`src/rtl/ar_rr_arbiter_if.sv`:
```
// rtl/ar_rr_arbiter_if.sv - AR request, read-completion and FIFO-side signals of one crossbar slave port
interface ar_rr_arbiter_if #(
    parameter int NUM_M      = 4,
    parameter int ID_WIDTH   = 4,
    parameter int ADDR_WIDTH = 32,
    parameter int LEN_WIDTH  = 4,
    parameter int SIZE_WIDTH = 3
);
    localparam int MIDX_W = $clog2(NUM_M);

    logic [NUM_M-1:0]            m_ARVALID;
    logic [NUM_M-1:0]            m_ARREADY;
    logic [NUM_M*ID_WIDTH-1:0]   m_ARID;
    logic [NUM_M*ADDR_WIDTH-1:0] m_ARADDR;
    logic [NUM_M*LEN_WIDTH-1:0]  m_ARLEN;
    logic [NUM_M*SIZE_WIDTH-1:0] m_ARSIZE;
    logic [NUM_M*2-1:0]          m_ARBURST;
    logic [NUM_M-1:0]            r_done;
    logic                        fifo_full;
    logic                        push;
    logic [MIDX_W+ID_WIDTH-1:0]  out_ARID;
    logic [ADDR_WIDTH-1:0]       out_ARADDR;
    logic [LEN_WIDTH-1:0]        out_ARLEN;
    logic [SIZE_WIDTH-1:0]       out_ARSIZE;
    logic [1:0]                  out_ARBURST;

    modport master (
        output m_ARVALID, m_ARID, m_ARADDR, m_ARLEN, m_ARSIZE, m_ARBURST, r_done, fifo_full,
        input  m_ARREADY, push, out_ARID, out_ARADDR, out_ARLEN, out_ARSIZE, out_ARBURST
    );

    modport slave (
        input  m_ARVALID, m_ARID, m_ARADDR, m_ARLEN, m_ARSIZE, m_ARBURST, r_done, fifo_full,
        output m_ARREADY, push, out_ARID, out_ARADDR, out_ARLEN, out_ARSIZE, out_ARBURST
    );
endinterface

```
`src/rtl/ar_rr_arbiter.sv`:
```
// rtl/ar_rr_arbiter.sv - Round-robin AR arbiter with per-master outstanding-read limit and one-entry output stage
module ar_rr_arbiter #(
    parameter int NUM_M      = 4,
    parameter int ID_WIDTH   = 4,
    parameter int ADDR_WIDTH = 32,
    parameter int LEN_WIDTH  = 4,
    parameter int SIZE_WIDTH = 3,
    parameter int MAX_OUT    = 4
) (
    input  logic           clk,
    input  logic           nrst,
    ar_rr_arbiter_if.slave bus
);
    localparam int MIDX_W = $clog2(NUM_M);
    localparam int CNT_W  = $clog2(MAX_OUT + 1);
    localparam logic [CNT_W-1:0]  CNT_MAX  = CNT_W'(MAX_OUT);
    localparam logic [MIDX_W-1:0] LAST_IDX = MIDX_W'(NUM_M - 1);

    logic [MIDX_W-1:0]          rr_ptr;
    logic [CNT_W-1:0]           cnt [NUM_M];
    logic                       out_valid;
    logic [MIDX_W+ID_WIDTH-1:0] out_id;
    logic [ADDR_WIDTH-1:0]      out_addr;
    logic [LEN_WIDTH-1:0]       out_len;
    logic [SIZE_WIDTH-1:0]      out_size;
    logic [1:0]                 out_burst;

    logic [NUM_M-1:0]      eligible;
    logic [NUM_M-1:0]      ready;
    logic                  any_elig;
    logic                  push;
    logic                  can_load;
    logic                  accept;
    logic [MIDX_W-1:0]     g;
    logic [ID_WIDTH-1:0]   sel_id;
    logic [ADDR_WIDTH-1:0] sel_addr;
    logic [LEN_WIDTH-1:0]  sel_len;
    logic [SIZE_WIDTH-1:0] sel_size;
    logic [1:0]            sel_burst;

    function automatic logic [MIDX_W-1:0] wrap_add(input logic [MIDX_W-1:0] base, input int k);
        int s;
        s = int'(base) + k;
        if (s >= NUM_M) s = s - NUM_M;
        return MIDX_W'(s);
    endfunction

    always_comb begin
        for (int i = 0; i < NUM_M; i++) begin
            eligible[i] = bus.m_ARVALID[i] && (cnt[i] < CNT_MAX);
        end
    end

    // First eligible master at or above rr_ptr, wrapping to 0.
    always_comb begin
        any_elig = 1'b0;
        g        = rr_ptr;
        for (int k = 0; k < NUM_M; k++) begin
            if (!any_elig && eligible[wrap_add(rr_ptr, k)]) begin
                any_elig = 1'b1;
                g        = wrap_add(rr_ptr, k);
            end
        end
    end

    assign push     = out_valid && !bus.fifo_full;
    assign can_load = !out_valid || push;
    // nrst gates the accept so ARREADY stays low for the whole reset window.
    assign accept   = nrst && any_elig && can_load;
    assign ready    = accept ? (NUM_M'(1) << g) : '0;

    always_comb begin
        sel_id    = '0;
        sel_addr  = '0;
        sel_len   = '0;
        sel_size  = '0;
        sel_burst = '0;
        for (int i = 0; i < NUM_M; i++) begin
            if (g == MIDX_W'(i)) begin
                sel_id    = bus.m_ARID[i*ID_WIDTH +: ID_WIDTH];
                sel_addr  = bus.m_ARADDR[i*ADDR_WIDTH +: ADDR_WIDTH];
                sel_len   = bus.m_ARLEN[i*LEN_WIDTH +: LEN_WIDTH];
                sel_size  = bus.m_ARSIZE[i*SIZE_WIDTH +: SIZE_WIDTH];
                sel_burst = bus.m_ARBURST[i*2 +: 2];
            end
        end
    end

    always_ff @(posedge clk or negedge nrst) begin
        if (!nrst) begin
            rr_ptr    <= '0;
            out_valid <= 1'b0;
            out_id    <= '0;
            out_addr  <= '0;
            out_len   <= '0;
            out_size  <= '0;
            out_burst <= '0;
            for (int i = 0; i < NUM_M; i++) begin
                cnt[i] <= '0;
            end
        end else begin
            if (accept) begin
                out_valid <= 1'b1;
                out_id    <= {g, sel_id};
                out_addr  <= sel_addr;
                out_len   <= sel_len;
                out_size  <= sel_size;
                out_burst <= sel_burst;
                rr_ptr    <= (g == LAST_IDX) ? '0 : g + 1'b1;
            end else if (push) begin
                out_valid <= 1'b0;
            end
            // Accept and completion in the same cycle cancel; completions at zero are dropped.
            for (int i = 0; i < NUM_M; i++) begin
                if (ready[i] && !bus.r_done[i]) begin
                    cnt[i] <= cnt[i] + 1'b1;
                end else if (bus.r_done[i] && !ready[i] && (cnt[i] != '0)) begin
                    cnt[i] <= cnt[i] - 1'b1;
                end
            end
        end
    end

    assign bus.m_ARREADY  = ready;
    assign bus.push       = push;
    assign bus.out_ARID   = out_id;
    assign bus.out_ARADDR = out_addr;
    assign bus.out_ARLEN  = out_len;
    assign bus.out_ARSIZE = out_size;
    assign bus.out_ARBURST = out_burst;
endmodule
```
`src/flat_wrapper.sv`:
```
// flat-port wrapper written by rule: the top's interface ports become plain ports
module ar_rr_arbiter_flat 
#(
    parameter int NUM_M      = 4,
    parameter int ID_WIDTH   = 4,
    parameter int ADDR_WIDTH = 32,
    parameter int LEN_WIDTH  = 4,
    parameter int SIZE_WIDTH = 3,
    parameter int MAX_OUT    = 4
)
  (clk, nrst, bus_m_ARVALID, bus_m_ARID, bus_m_ARADDR, bus_m_ARLEN, bus_m_ARSIZE, bus_m_ARBURST, bus_r_done, bus_fifo_full, bus_m_ARREADY, bus_push, bus_out_ARID, bus_out_ARADDR, bus_out_ARLEN, bus_out_ARSIZE, bus_out_ARBURST);
  ar_rr_arbiter_if #(.NUM_M(NUM_M), .ID_WIDTH(ID_WIDTH), .ADDR_WIDTH(ADDR_WIDTH), .LEN_WIDTH(LEN_WIDTH), .SIZE_WIDTH(SIZE_WIDTH)) bus_i ();
  input  logic clk;
  input  logic nrst;
  input wire logic [$bits(bus_i.m_ARVALID)-1:0] bus_m_ARVALID;
  input wire logic [$bits(bus_i.m_ARID)-1:0] bus_m_ARID;
  input wire logic [$bits(bus_i.m_ARADDR)-1:0] bus_m_ARADDR;
  input wire logic [$bits(bus_i.m_ARLEN)-1:0] bus_m_ARLEN;
  input wire logic [$bits(bus_i.m_ARSIZE)-1:0] bus_m_ARSIZE;
  input wire logic [$bits(bus_i.m_ARBURST)-1:0] bus_m_ARBURST;
  input wire logic [$bits(bus_i.r_done)-1:0] bus_r_done;
  input wire logic [$bits(bus_i.fifo_full)-1:0] bus_fifo_full;
  output wire logic [$bits(bus_i.m_ARREADY)-1:0] bus_m_ARREADY;
  output wire logic [$bits(bus_i.push)-1:0] bus_push;
  output wire logic [$bits(bus_i.out_ARID)-1:0] bus_out_ARID;
  output wire logic [$bits(bus_i.out_ARADDR)-1:0] bus_out_ARADDR;
  output wire logic [$bits(bus_i.out_ARLEN)-1:0] bus_out_ARLEN;
  output wire logic [$bits(bus_i.out_ARSIZE)-1:0] bus_out_ARSIZE;
  output wire logic [$bits(bus_i.out_ARBURST)-1:0] bus_out_ARBURST;
  assign bus_i.m_ARVALID = bus_m_ARVALID;
  assign bus_i.m_ARID = bus_m_ARID;
  assign bus_i.m_ARADDR = bus_m_ARADDR;
  assign bus_i.m_ARLEN = bus_m_ARLEN;
  assign bus_i.m_ARSIZE = bus_m_ARSIZE;
  assign bus_i.m_ARBURST = bus_m_ARBURST;
  assign bus_i.r_done = bus_r_done;
  assign bus_i.fifo_full = bus_fifo_full;
  assign bus_m_ARREADY = bus_i.m_ARREADY;
  assign bus_push = bus_i.push;
  assign bus_out_ARID = bus_i.out_ARID;
  assign bus_out_ARADDR = bus_i.out_ARADDR;
  assign bus_out_ARLEN = bus_i.out_ARLEN;
  assign bus_out_ARSIZE = bus_i.out_ARSIZE;
  assign bus_out_ARBURST = bus_i.out_ARBURST;
  ar_rr_arbiter #(.NUM_M(NUM_M), .ID_WIDTH(ID_WIDTH), .ADDR_WIDTH(ADDR_WIDTH), .LEN_WIDTH(LEN_WIDTH), .SIZE_WIDTH(SIZE_WIDTH), .MAX_OUT(MAX_OUT)) u_core (.clk(clk), .nrst(nrst), .bus(bus_i));
endmodule
```
`config.mk`:
```
export PLATFORM = sky130hd
export DESIGN_NAME = ar_rr_arbiter_flat
export DESIGN_NICKNAME = d
export VERILOG_FILES = /design/src/rtl/ar_rr_arbiter_if.sv /design/src/rtl/ar_rr_arbiter.sv /design/src/flat_wrapper.sv
export SDC_FILE = /design/constraint.sdc
export NUM_CORES = 1
export LEC_CHECK = 0
export ABC_AREA = 1
export BUFFER_PORTS_ARGS = -buffer_cell sky130_fd_sc_hd__buf_2
export CORE_ASPECT_RATIO = 1.4
export CORE_MARGIN = 2
export CORE_UTILIZATION = 41
export DETAILED_ROUTE_END_ITERATION = 10
export PLACE_DENSITY = 0.9
export RECOVER_POWER = 25
export SYNTH_ARGS = -nofsm -noshare
export SYNTH_HDL_FRONTEND = slang
export SYNTH_SLANG_ARGS = --single-unit
```
`constraint.sdc`:
```
create_clock -name clk -period 3.1 [get_ports clk]
set_clock_uncertainty 0.1 [all_clocks]
set_input_delay 0.155 -clock clk [delete_from_list [all_inputs] [get_ports clk]]
set_output_delay 0.155 -clock clk [all_outputs]
set_load 0.05 [all_outputs]
```
==> out/qor.log <==
[final_layout] register area 1554 um^2
[global_route] overflow left after global routing 0
[detailed_routing] Final Routed Wirelength 15690 um
[setup_path] family with the most delay on the worst path simple AND/OR/NAND/NOR gates
[final_layout] number of fill cells in the layout 922
[sta] highest clock rate 327.0 MHz
[global_route] Global Route Usage Sum 26.79%
[global_route] antenna violations before repair 1
[global_route] pin count of the biggest net entering global routing 52
[job] # Max-Cap Violations 0
[yosys] synth unique cells 29
[die] initial core utilization 42.30%
[final_layout] Total Nets Final 1013
[global_route] global-route wire length before repair 24180 um
[sta] transition time of the tightest slew-check pin 550.1 ps
[die] top-level I/O count 243
[setup_path] kind of critical path reg2reg
[sta] final-report setup violation count 0
[sta] Hold Fails Final Rpt 0
[final_layout] antenna cell count 0
[status] result of the run finished, final reports clean
[clocking] library cell used as clock root buffer clkbuf_16
[detailed_routing] post-DR vias/cell 5.475
[detailed_routing] number of detailed-route iterations in the first pass 6
[die] width of the die 89.88 um
[yosys] simple logic cell fraction of the synthesized area 21.76%
[yosys] leading post-synthesis cells by cell area dfrtp_1 37%, a21oi_1 16%, o21ai_0 9.1%
[setup_path] crit path DAT 3180 ps
[final_layout] fin util 60.64%
[die] area of the core region 10010 um^2
[sta] Slew Limit Headroom 63.33%
[clocking] clock buffer depth 2
[yosys] number of synthesized register bits 62
[yosys] Mapped Cells 577
[clocking] insertion delay of the later-clocked pin in the worst-skew pair 330 ps
[yosys] Syn Nets 776
[yosys] Syn Area/Cell 7.336 um^2
[yosys] mux contribution to synthesized area 0%
[sta] worst hold slack after final layout 9.852 ps
[sta] worst path setup slack after routing 42.17 ps
[setup_path] crit path max fanout 8
[clocking] # H-tree levels 3
[setup_path] CP required 3220 ps
[clocking] total CTS buffers 9
[sta] Tmin final 3058 ps
[setup_path] chain of cells forming the critical path nand3_1 -> nand3_1 -> nand2_4 -> nand2_4 -> nor2_4 -> nand2_2 -> nand2_4 -> xor2_4 -> ha_2 -> nand4_1 -> inv_2 -> nand2_2 -> fa_1 -> inv_1 -> o21bai_1 -> nand2_1 -> nand2_1 -> nand2_1
[yosys] portion of synthesized cell area occupied by the leading cell type 36.65%
[yosys] Post-synth EDFFs 0
[clocking] clock-pin transition on the worst setup and hold timing paths 50 ps
[final_layout] final design area excluding fillers 6068 um^2
[final_layout] top library cells by usage in the layout, fill and taps aside 242 x buf_2, 135 x a21oi_1, 87 x nand2_1
[setup_path] category of the worst setup path capture point flip-flop
[detailed_routing] initial DRC count 414
[placement] number of input and output port buffers inserted 242
[setup_path] worst-path cell with the longest stage delay dfrtp_2
[yosys] leading area contributor after synthesis dfrtp_1
[setup_path] Worst path max stage delay 490 ps
[global_route] vias in the first global route 4988
[setup_path] buffer and inverter count on the worst path 2
[final_layout] most common cell after layout, fill and taps aside buf_2
[yosys] warning count from the yosys run 0
[yosys] Synth Area in Adders 3.074%
[yosys] Main synth FF type dfrtp_1
[die] Std-Cell Rows 43
[final_layout] share of cells above drive strength 1 41.76%
[detailed_routing] DRC violations left 0
[placement] instance area at placement 5577 um^2
[placement] sum of net half-perimeters after detailed placement 11200 um
[yosys] Post-Synthesis Cell Area 4233 um^2
[yosys] Synth Area in XOR/XNOR 0.5912%
[sta] number of pins exceeding their max-slew limit in the final report 0
[detailed_routing] total via count after detailed routing 5223
[setup_path] nature of the critical path startpoint flip-flop
[die] area of the die 11160 um^2
[detailed_routing] count of nets left with antenna violations after detail routing 0
[placement] pre-CTS setup slack -31.44 ps
[final_layout] multi-input gate area in the final layout 2412 um^2
[placement] routability cong. 0.8961
[final_layout] Area growth syn-to-layout 43.36%
[worst_hold_path] Worst Hold Class in2reg
[die] Die Y-Extent 124.2 um
[sta] RSZ-0062 raised after global routing yes
[yosys] sequential element share of the synthesized area 36.65%
[yosys] fraction of the mapped netlist area in compound gates 29.44%
[detailed_routing] Wirelength per Cell 16.45 um
[clocking] clock tree from TritonCTS done
[clocking] clk sink count 62
[yosys] dominant combinational cell family by area after synthesis compound AO/OA/AOI/OAI gates
[sta] final period utilization 98.64%
[yosys] post-synthesis async set-or-reset flop share 100.0%
## Yosys cell counts (2+ instances only)
master / number
nand3_2: 5
inv_1: 25
nand2_1: 89
o21bai_1: 2
nand2_2: 14
o21ai_0: 77
a21oi_1: 135
o21ai_2: 10
nand3_1: 70
inv_2: 8
nand3b_1: 2
buf_1: 7
buf_6: 8
ha_1: 4
a31oi_1: 4
dfrtp_1: 62
nand2_4: 2
nand4_1: 4
clkbuf_1: 26
buf_2: 2
o21ai_1: 10
fa_1: 4
## timing repair
action	4_1_cts	5_1_grt
pin swaps	0	3
resized for setup	1	19
hold buffers	1	0
hold endpoints to repair	62	0
setup endpoints to repair	3	46
gates cloned	0	0
buffers inserted	1	8
## final cells by class
| type | instances | area share (%) |
|---|---|---|
| clock buffer | 11 | 4.165 |
| clock inverter | 5 | 1.340 |
| inverter | 34 | 2.392 |
| multi-input combinational | 438 | 39.75 |
| sequential | 62 | 25.61 |
| tap | 135 | 2.784 |
| timing repair buffer | 269 | 23.96 |
## worst register-to-register path: cells and delay by family (launching register included)
| family | cells | cell delay [ps] |
|---|---|---|
| AO/OA/AOI/OAI | 1 | 120 |
| buffers and inverters | 2 | 200 |
| XOR/XNOR | 1 | 220 |
| adder cells (fa/ha/maj) | 2 | 590 |
| AND/OR/NAND/NOR | 12 | 1220 |
| flip-flops | 1 | 490 |
## per-stage QoR
stage	TNS [ps]	cells
after floorplan	0	577
after global placement	0	928
after detailed placement	-54.86	928
after CTS	-13.76	946
after global routing	-1566	954
final	0	954
## metal layers
layer / wire length (um) / up-vias / track usage [%]
met5: 13 / - / 0
met3: 1253 / 54 / 6.057
met1: 5863 / 2393 / 31.54
li1: - / 2477 / -
met4: 523 / 2 / 11.67
met2: 8036 / 297 / 46.61
## final timing paths
check,cells past startpoint,from,endpoint,slack (ps)
worst max-delay path,18,u_core.rr_ptr[0]$_DFFE_PN0N_,u_core.cnt[11]$_DFFE_PN0P_,40
worst min-delay path,3,bus_m_ARADDR[123],u_core.bus.out_ARADDR[27]$_DFFE_PN0N_,10
worst max register to register,18,u_core.rr_ptr[0]$_DFFE_PN0N_,u_core.cnt[11]$_DFFE_PN0P_,40
worst min register to register,2,u_core.bus.out_ARADDR[24]$_DFFE_PN0N_,u_core.bus.out_ARADDR[24]$_DFFE_PN0N_,380
max in group asynchronous,3,nrst,u_core.bus.out_ARADDR[6]$_DFFE_PN0N_,2040
min in group asynchronous,2,nrst,u_core.bus.out_ARADDR[27]$_DFFE_PN0N_,110
## state kept, by name (all words and copies together), names as in the netlist
register                count
u_core.bus.out_ARADDR      32
u_core.bus.out_ARBURST      2
u_core.bus.out_ARID         6
u_core.bus.out_ARLEN        4
u_core.bus.out_ARSIZE       3
u_core.cnt                 12
u_core.out_valid            1
u_core.rr_ptr               2
## cell families after synthesis
family / count (synthesis)
buf+inv: 77
fa+ha+maj: 8
flops: 62
simple gates: 189
xor+xnor: 2
compound gates: 239
Power is not shown: default switching activity piles up to over one toggle a cycle in this logic, so the estimate is an artifact.
